## src/rtl/uart_pkg.sv

```systemverilog
// Shared types for the UART transmit feeder.
//   byte_t          : one UART payload byte
//   feeder_state_t  : launch sequencer states
package uart_pkg;

  localparam int BYTE_W = 8;

  typedef logic [BYTE_W-1:0] byte_t;

  typedef enum logic [2:0] {
    IDLE      = 3'd0,
    LAUNCH    = 3'd1,
    HOLD      = 3'd2,
    WAIT_DONE = 3'd3,
    GAP       = 3'd4
  } feeder_state_t;

endpackage

```

## src/rtl/sync_fifo.sv

```systemverilog
// Synchronous FIFO with wrap-bit pointers.
// Ports:
//   clk, reset_n  : clock, synchronous active-low reset
//   flush         : empties the FIFO (read ptr := write ptr); a write on the same edge is dropped
//   push, wdata   : write request (ignored when full)
//   pop, rdata    : read request (ignored when empty); rdata shows the head combinationally
//   full, empty   : occupancy flags derived from the registered pointers
//   level         : occupancy, 0..DEPTH
module sync_fifo #(
  parameter int WIDTH = 8,
  parameter int DEPTH = 16
) (
  input  logic                   clk,
  input  logic                   reset_n,
  input  logic                   flush,
  input  logic                   push,
  input  logic [WIDTH-1:0]       wdata,
  input  logic                   pop,
  output logic [WIDTH-1:0]       rdata,
  output logic                   full,
  output logic                   empty,
  output logic [$clog2(DEPTH):0] level
);

  localparam int AW = $clog2(DEPTH);
  localparam int PW = AW + 1;

  logic [WIDTH-1:0] mem_q [DEPTH];
  logic [PW-1:0]    wr_ptr_q, wr_ptr_d;
  logic [PW-1:0]    rd_ptr_q, rd_ptr_d;
  logic             do_push, do_pop;

  assign empty = (wr_ptr_q == rd_ptr_q);
  assign full  = (wr_ptr_q[AW-1:0] == rd_ptr_q[AW-1:0]) && (wr_ptr_q[AW] != rd_ptr_q[AW]);
  assign level = wr_ptr_q - rd_ptr_q;
  assign rdata = mem_q[rd_ptr_q[AW-1:0]];

  assign do_push = push && !full && !flush;
  assign do_pop  = pop && !empty && !flush;

  always_comb begin
    wr_ptr_d = wr_ptr_q;
    rd_ptr_d = rd_ptr_q;
    if (do_push) wr_ptr_d = wr_ptr_q + PW'(1);
    // Flush discards everything not yet popped, including a same-edge write.
    if (flush)       rd_ptr_d = wr_ptr_q;
    else if (do_pop) rd_ptr_d = rd_ptr_q + PW'(1);
  end

  always_ff @(posedge clk) begin
    if (!reset_n) begin
      wr_ptr_q <= '0;
      rd_ptr_q <= '0;
    end else begin
      wr_ptr_q <= wr_ptr_d;
      rd_ptr_q <= rd_ptr_d;
    end
  end

  always_ff @(posedge clk) begin
    if (do_push) mem_q[wr_ptr_q[AW-1:0]] <= wdata;
  end

endmodule

```

## src/rtl/uart_tx_feeder.sv

```systemverilog
// Byte queue and launch sequencer in front of uart_top: bytes arrive on a
// valid/ready port, are buffered, and are launched one at a time through the
// start/data_in/busy handshake of the transmitter.
// Optional feature: define UART_TX_FEEDER_FLUSH_EN to add the `flush` input,
// which empties the queue without disturbing a byte already in flight.
// Ports:
//   clk, reset_n       : clock, synchronous active-low reset
//   flush              : (UART_TX_FEEDER_FLUSH_EN only) drop all queued bytes
//   wr_valid, wr_data  : byte offered by the core
//   wr_ready           : queue not full; write on wr_valid & wr_ready
//   tx_start           : one-cycle launch pulse to uart_top.start
//   tx_data            : byte to uart_top.data_in, held until the next launch
//   tx_busy            : uart_top.busy
//   level              : queue occupancy
//
// state     | meaning
// IDLE      | waiting for a queued byte; pops it on leaving
// LAUNCH    | tx_start high for this single cycle
// HOLD      | one cycle that ignores busy while uart_top raises it
// WAIT_DONE | waiting for busy to be sampled low
// GAP       | idle spacing of GAP_TICKS clocks before the next launch
module uart_tx_feeder
  import uart_pkg::*;
#(
  parameter int DEPTH     = 16,
  parameter int GAP_TICKS = 0
) (
  input  logic                   clk,
  input  logic                   reset_n,
`ifdef UART_TX_FEEDER_FLUSH_EN
  input  logic                   flush,
`endif
  input  logic                   wr_valid,
  input  byte_t                  wr_data,
  output logic                   wr_ready,
  output logic                   tx_start,
  output byte_t                  tx_data,
  input  logic                   tx_busy,
  output logic [$clog2(DEPTH):0] level
);

  localparam int GW = (GAP_TICKS > 1) ? $clog2(GAP_TICKS) : 1;
  localparam logic [GW-1:0] GAP_LOAD = GW'((GAP_TICKS > 0) ? GAP_TICKS - 1 : 0);

  feeder_state_t  state_q, state_d;
  logic           tx_start_q, tx_start_d;
  byte_t          tx_data_q, tx_data_d;
  logic [GW-1:0]  gap_cnt_q, gap_cnt_d;
  logic           pop;
  logic           full, empty;
  byte_t          head;
  logic           flush_w;

`ifdef UART_TX_FEEDER_FLUSH_EN
  assign flush_w = flush;
`else
  assign flush_w = 1'b0;
`endif

  sync_fifo #(
    .WIDTH (BYTE_W),
    .DEPTH (DEPTH)
  ) u_fifo (
    .clk     (clk),
    .reset_n (reset_n),
    .flush   (flush_w),
    .push    (wr_valid),
    .wdata   (wr_data),
    .pop     (pop),
    .rdata   (head),
    .full    (full),
    .empty   (empty),
    .level   (level)
  );

  assign wr_ready = !full;
  assign tx_start = tx_start_q;
  assign tx_data  = tx_data_q;

  always_comb begin
    state_d    = state_q;
    tx_start_d = 1'b0;
    tx_data_d  = tx_data_q;
    gap_cnt_d  = gap_cnt_q;
    pop        = 1'b0;
    case (state_q)
      IDLE: begin
        // A flush on this edge wins over the launch so no stale byte escapes.
        if (!empty && !flush_w) begin
          pop        = 1'b1;
          tx_data_d  = head;
          tx_start_d = 1'b1;
          state_d    = LAUNCH;
        end
      end
      LAUNCH:    state_d = HOLD;
      HOLD:      state_d = WAIT_DONE;
      WAIT_DONE: begin
        if (!tx_busy) begin
          if (GAP_TICKS > 0) begin
            state_d   = GAP;
            gap_cnt_d = GAP_LOAD;
          end else begin
            state_d = IDLE;
          end
        end
      end
      GAP: begin
        if (gap_cnt_q == '0) state_d = IDLE;
        else                 gap_cnt_d = gap_cnt_q - GW'(1);
      end
      default:   state_d = IDLE;
    endcase
  end

  always_ff @(posedge clk) begin
    if (!reset_n) begin
      state_q    <= IDLE;
      tx_start_q <= 1'b0;
      tx_data_q  <= '0;
      gap_cnt_q  <= '0;
    end else begin
      state_q    <= state_d;
      tx_start_q <= tx_start_d;
      tx_data_q  <= tx_data_d;
      gap_cnt_q  <= gap_cnt_d;
    end
  end

endmodule

```

## config.mk

```make
export PLATFORM = sky130hd
export DESIGN_NAME = uart_tx_feeder
export DESIGN_NICKNAME = d
export VERILOG_FILES = /design/src/rtl/uart_pkg.sv /design/src/rtl/sync_fifo.sv /design/src/rtl/uart_tx_feeder.sv
export SDC_FILE = /design/constraint.sdc
export NUM_CORES = 1
export LEC_CHECK = 0
export CAP_MARGIN = 10
export CORE_MARGIN = 2
export CORE_UTILIZATION = 55
export CTS_BUF_LIST = sky130_fd_sc_hd__clkbuf_16
export CTS_CLUSTER_DIAMETER = 30
export CTS_CLUSTER_SIZE = 14
export DETAILED_ROUTE_END_ITERATION = 12
export GPL_ROUTABILITY_DRIVEN = 0
export GPL_TIMING_DRIVEN = 1
export MAX_ROUTING_LAYER = met4
export PLACE_DENSITY = 0.73
export SETUP_SLACK_MARGIN = 0.05
export SYNTH_ARGS = -nofsm -noshare
export SYNTH_HDL_FRONTEND = slang
export SYNTH_SLANG_ARGS = --single-unit
```

## constraint.sdc

```tcl
create_clock -name clk -period 3.55 [get_ports clk]
set_input_delay 0.5325 -clock clk [delete_from_list [all_inputs] [get_ports clk]]
set_output_delay 0.5325 -clock clk [all_outputs]
set_load 0.01 [all_outputs]
```

After elaboration in Yosys (flattened, before gate mapping). Memories as Yosys holds them, arrays and structs flattened. A register that Yosys moved wholly into a read port is not among the register bits. Cells that the tools add are included.

Memories: 1. Output and inout port bits: 15. Register bits: 15. Memory bits (writable): 128. Bits of input ports: 12.

Bitwise operators: 1. Equal/unequal tests: 10. Add/subtract/negate cells: 4. Reduce and logical (&&, ||, !) cells: 9. Muxes and demuxes: 9.

Memories: u_fifo.mem_q (words 16, bits a word 8, read ports 1, clocked after memory_dff 1, write ports 1, line sync_fifo.sv:28) `logic [WIDTH-1:0] mem_q [DEPTH];`.

Operators by type and width (count): $pmux 3 s5 (1); $add 5x1->5 const B (2); $mux 3 (3); $eq 3x2->1 const B (2); $ne 2x2->1 const B (3); $eq 5x5->1 (1); $mux 1 (5); $sub 5x5->5 (1); $eq 4x4->1 (1); $eq 3x1->1 const B (1); $eq 3x3->1 const B (1); $logic_and 1x1->1 (3); $logic_not 1->1 (3); $logic_not 3->1 (1); $reduce_and 3->1 (1); $reduce_and 2->1 (1); $ne 1x1->1 (1); $not 1->1 (1); $sub 1x1->1 const B (1).

Longest topological paths before layout.
Depth after elaboration: 6. Depth in mapped cells: 8. Mapped depth without buffers: 7.

Hierarchy. Synthesis repeated with hierarchy kept, for this count alone.

Cells, all modules: 365. Area, all modules: 6233.5 µm².

Modules (own cells, without submodules): sync_fifo (sequential area each 4124.0 µm², times used 1, cells an instance 312, area each 5730.5 µm²); uart_tx_feeder (sequential area each 220.2 µm², times used 1, cells an instance 53, area each 503.0 µm²).

Worst setup path before layout. No wires, ideal clock.

Kind: reg2reg. Start: reg u_fifo.rd_ptr_q[3]. End: mem u_fifo.mem_q[1][0], enable pin. Arrival time: 2.411 ns. Library setup time: 0.383 ns. Stages on the path, launching flop included: 8. Path buffers: 1. Setup slack: 0.756 ns. Data required time: 3.167 ns. Cell sequence: dfxtp_1 -> clkbuf_1 -> inv_1 -> ha_1 -> and4_1 -> a21boi_1 -> nand2_1 -> nor3_1.

Word-level cells in the longest chain between the ends: 6.

RTL lines: start: declaration (line sync_fifo.sv:30) `logic [PW-1:0] rd_ptr_q, rd_ptr_d;`; start signal: assignment (line sync_fifo.sv:56) `rd_ptr_q <= rd_ptr_d;`; $eq 4x4->1 (line sync_fifo.sv:34) `assign full = (wr_ptr_q[AW-1:0] == rd_ptr_q[AW-1:0]) && (wr_ptr_q[AW] != rd_ptr_q[AW]);`; $logic_and 1x1->1 (line sync_fifo.sv:34); $logic_not 1->1 (line sync_fifo.sv:38) `assign do_push = push && !full && !flush;`; $logic_and 1x1->1 (line sync_fifo.sv:38); $mux 1 (line sync_fifo.sv:61) `if (do_push) mem_q[wr_ptr_q[AW-1:0]] <= wdata;`; $mux 1 (implied by the code) (line sync_fifo.sv:61); end: declaration (line sync_fifo.sv:28).

Every way passes these cells.

Worst setup path in the final report.
Start: reg u_fifo.rd_ptr_q[1]. End: out level[4].

Word-level cells in the longest chain between the ends: 1.

RTL lines: $sub 5x5->5 (line sync_fifo.sv:35) `assign level = wr_ptr_q - rd_ptr_q;`; end: declaration (line uart_tx_feeder.sv:39) `output logic [$clog2(DEPTH):0] level`.

Every way passes these cells.

==> metrics.md <==
| Metric | Value |
|---|---|
| TritonCTS clock tree | `yes` |
| Hold Crit Class | `reg -> reg` |
| Primary FF master, synth | `edfxtp_1` |
| CTS root buf | `clkbuf_16` |
| Vias in the first global route | `3362` |
| Total Nets Final | `~440` |
| H-tree depth | `4` |
| VDD IR-drop max | `0.642 mV` |
| Crit-path max FO | `10` |
| Grt total ovfl | `0` |
| Critical R2R Launch | `u_fifo.rd_ptr_q[1]` |
| Global Route Usage Sum | `0.235` |
| Layout cells sized above 1 | `0.123` |
| Crit path cell chain | `inv_1 -> fa_1 -> a21o_1 -> a21oi_1 -> xnor2_1 -> clkdlybuf4s50_1` |
| Critical path's top delay family | `buffers and inverters` |
| CTS max path bufs | `2` |
| Number of DRC markers in iteration 0 | `309` |
| Ys async rst share | `0` |
| CP max stage cell | `clkdlybuf4s50_1` |
| DP HPWL | `7760 microns` |
| IO Count | `27` |
| Worst endpoint required time | `slightly above 3000 ps` |
| Final non-filler cell total | `~570` |
| Detail Route Antenna Nets | `0` |
| FF-to-FF End | `u_fifo.mem_q[14][7]` |
| Met3 WL | `650 microns` |
| First-pass GRT wire length | `19200 microns` |
| Setup Crit Path Kind | `reg -> out` |
| Rel. slew slack | `0.185` |
| Worst skew pair latency | `420 ps` |
| Endpoints failing setup | `0` |
| Fin crit period | `approximately 3300 ps` |
| Design area | `7100 sq um` |
| DR pass1 iterations | `4` |
| Status | `completed` |
| Initial antenna violation count | `0` |
| # resized after CTS | `0` |
| DIE AREA | `11900 sq um` |
| Antenna cell count | `0` |
| Worst reg2reg path depth | `6` |
| Row cnt | `38` |
| Final Hold Fails | `0` |
| #FFs+latches synth | `149` |
| Clk slew on worst S/H paths | `60 ps` |
| Inst Count DP | `539` |
| Largest net degree at the start of global routing | `60` |
| Hold Path Depth | `2` |
| Critical path buffers and inverters | `2` |
| Sequential area share after synthesis | `0.700` |
| Slew Limit Fails | `0` |
| Initial core utilization | `0.562` |
| Hold EP | `u_fifo.rd_ptr_q[4]` |
| Post-place setup slack | `roughly 650 ps` |
| Met1 wire length | `between 5000 and 6000 microns` |
| PD cells | `674 nW/um^2` |
| Cts bufs inserted | `17` |
| Syn Std Cell Area | `just over 6000 sq um` |
| Setup TNS | `0 ps` |
| HP Start | `u_fifo.rd_ptr_q[4]` |
| Worst path max stage delay | `560 ps` |
| Layout overhead on the synthesized area | `16.6%` |
| # Max-Cap Violations | `0` |
| Die Span X | `around 110 microns` |
| Post-CTS Setup Bufs | `0` |
| Final Core Density | `0.655` |
| RSZ-0062 raised after global routing | `false` |
| CP Capture Type | `output pin` |
| Post-synthesis cell count | `379` |
| Core area | `10800 sq um` |
| Post-Route Skew | `11.1 ps` |
| CTS sink cnt | `149` |
| Setup WS post-layout | `298 ps` |
| Syn Area/Cell | `16.1 sq um` |
| Yosys cell types | `42` |
| FF-to-FF setup slack | `a little over 600 ps` |
| Yosys Warn Count | `0` |
| Leakage | `2.35 nW` |
| Tightest Pin Transition | `between 1000 and 1500 ps` |
| Routed wire per std cell | `21.5 microns` |
| Drt total wl | `12300 microns` |
| DRC Markers | `0` |
| Hold_buf cts | `0` |
| Max layer used | `met4` |
| Die height | `109 microns` |
| Via count | `~3.4k` |
| Crit start category | `flop` |
| Fin crit share | `0.916` |
| DR vias/cell | `5.92` |
| Port Buffers | `26` |
| Syn Nets | `404` |
| Crit path DAT | `2720 ps` |
| Dpl cell area | `between 6000 and 7000 sq um` |
| Met2 WL post-DR | `5980 microns` |
| F_max | `307 MHz` |
| EDFF count, synth | `approximately 130` |
## cells in the mapped netlist, drive strengths merged (6+ instances only)
master  instances  area share
buf            12       0.019
mux4            8       0.030
edfxtp        128        0.63
o22ai          16       0.016
xnor2           7       0.011
dfxtp          21       0.069
a31oi           8      0.0082
nor2           31       0.019
inv            10      0.0062
ha             12       0.025
nor3            6      0.0049
o21ai          17       0.014
nand2           6      0.0037
a221oi          8       0.011
mux2i          52       0.085
## cell families after synthesis
logic type	share of synthesized area
xor+xnor	0.0170
compound gates	0.0692
simple gates	0.0431
fa+ha+maj	0.0279
mux	0.115
buf+inv	0.0279
flops	0.700
## power by group
group / leakage, nW / switching [W] / internal (W) / total [W]
Clock: 0.302 / 0.000678 / 0.00115 / 0.00183
Sequential: 1.33 / 0.0000485 / 0.00198 / 0.00203
Combinational: 0.719 / 0.000494 / 0.000432 / 0.000925
## per-stage QoR
stage          hold slack, ps  power (W)
2_1_floorplan             492    0.00272
3_3_place_gp              502    0.00296
3_5_place_dp              529    0.00298
4_1_cts                   538    0.00480
5_1_grt                   559    0.00495
6_report                  532    0.00478
## worst min-delay path, stage by stage (launching register included)
cell and delay [ps]:
dfxtp_1 360, nand2_1 70, mux2i_1 60
## layer usage
metal  vias up  GRT usage
met5         -          -
met4         0     0.0705
met3        11     0.0556
met2       109      0.351
met1      1710      0.326
li1       1550          -
## final cells by class
| type | count | area (sq um) |
|---|---|---|
| Clock buffer | 20 | 500 |
| Fill cell | 786 | 3740 |
| Timing Repair Buffer | 37 | 343 |
| Tap cell | 140 | 175 |
| Clock inverter | 12 | 120 |
| Sequential cell | 149 | 4270 |
| Inverter | 10 | 37.5 |
| Multi-Input combinational cell | 203 | 1660 |
## sequential cells by signal (all words and copies together) (netlist names)
signal	flops
state_q	2
tx_data	8
tx_start	1
u_fifo.mem_q	128
u_fifo.rd_ptr_q	5
u_fifo.wr_ptr_q	5
## how the worst max path moves through the flow
stage	from	endpoint	slack [ps]	depth (start not counted)
floorplan	u_fifo.rd_ptr_q[3]	u_fifo.mem_q[1][0]	760	7
global placement	u_fifo.rd_ptr_q[3]	u_fifo.mem_q[6][4]	750	6
detailed placement	u_fifo.rd_ptr_q[3]	u_fifo.mem_q[14][2]	650	6
CTS	u_fifo.rd_ptr_q[1]	level[4]	300	6
global route	u_fifo.rd_ptr_q[1]	level[4]	150	6
finish	u_fifo.rd_ptr_q[1]	level[4]	300	6
## cell usage in the layout, fill, tap and decap left out, types with 3 or more instances in the layout
cell	synthesis	final
inv_1	10	10
ha_1	12	12
o21ai_0	13	13
a31oi_1	8	8
xnor2_1	6	6
clkinv_2	0	4
buf_4	5	11
nand2b_1	3	3
o21ai_1	4	4
o211ai_1	3	3
clkbuf_16	0	20
xor2_1	4	4
mux2i_1	52	52
dfxtp_1	21	20
a21oi_1	3	3
nand2_1	6	6
mux4_2	8	8
a221oi_1	8	8
o22ai_1	16	16
nor2_1	31	31
nor3_1	6	6
edfxtp_1	128	128
clkdlybuf4s50_1	0	26
No activity file was read; power rests on OpenSTA's default activity.
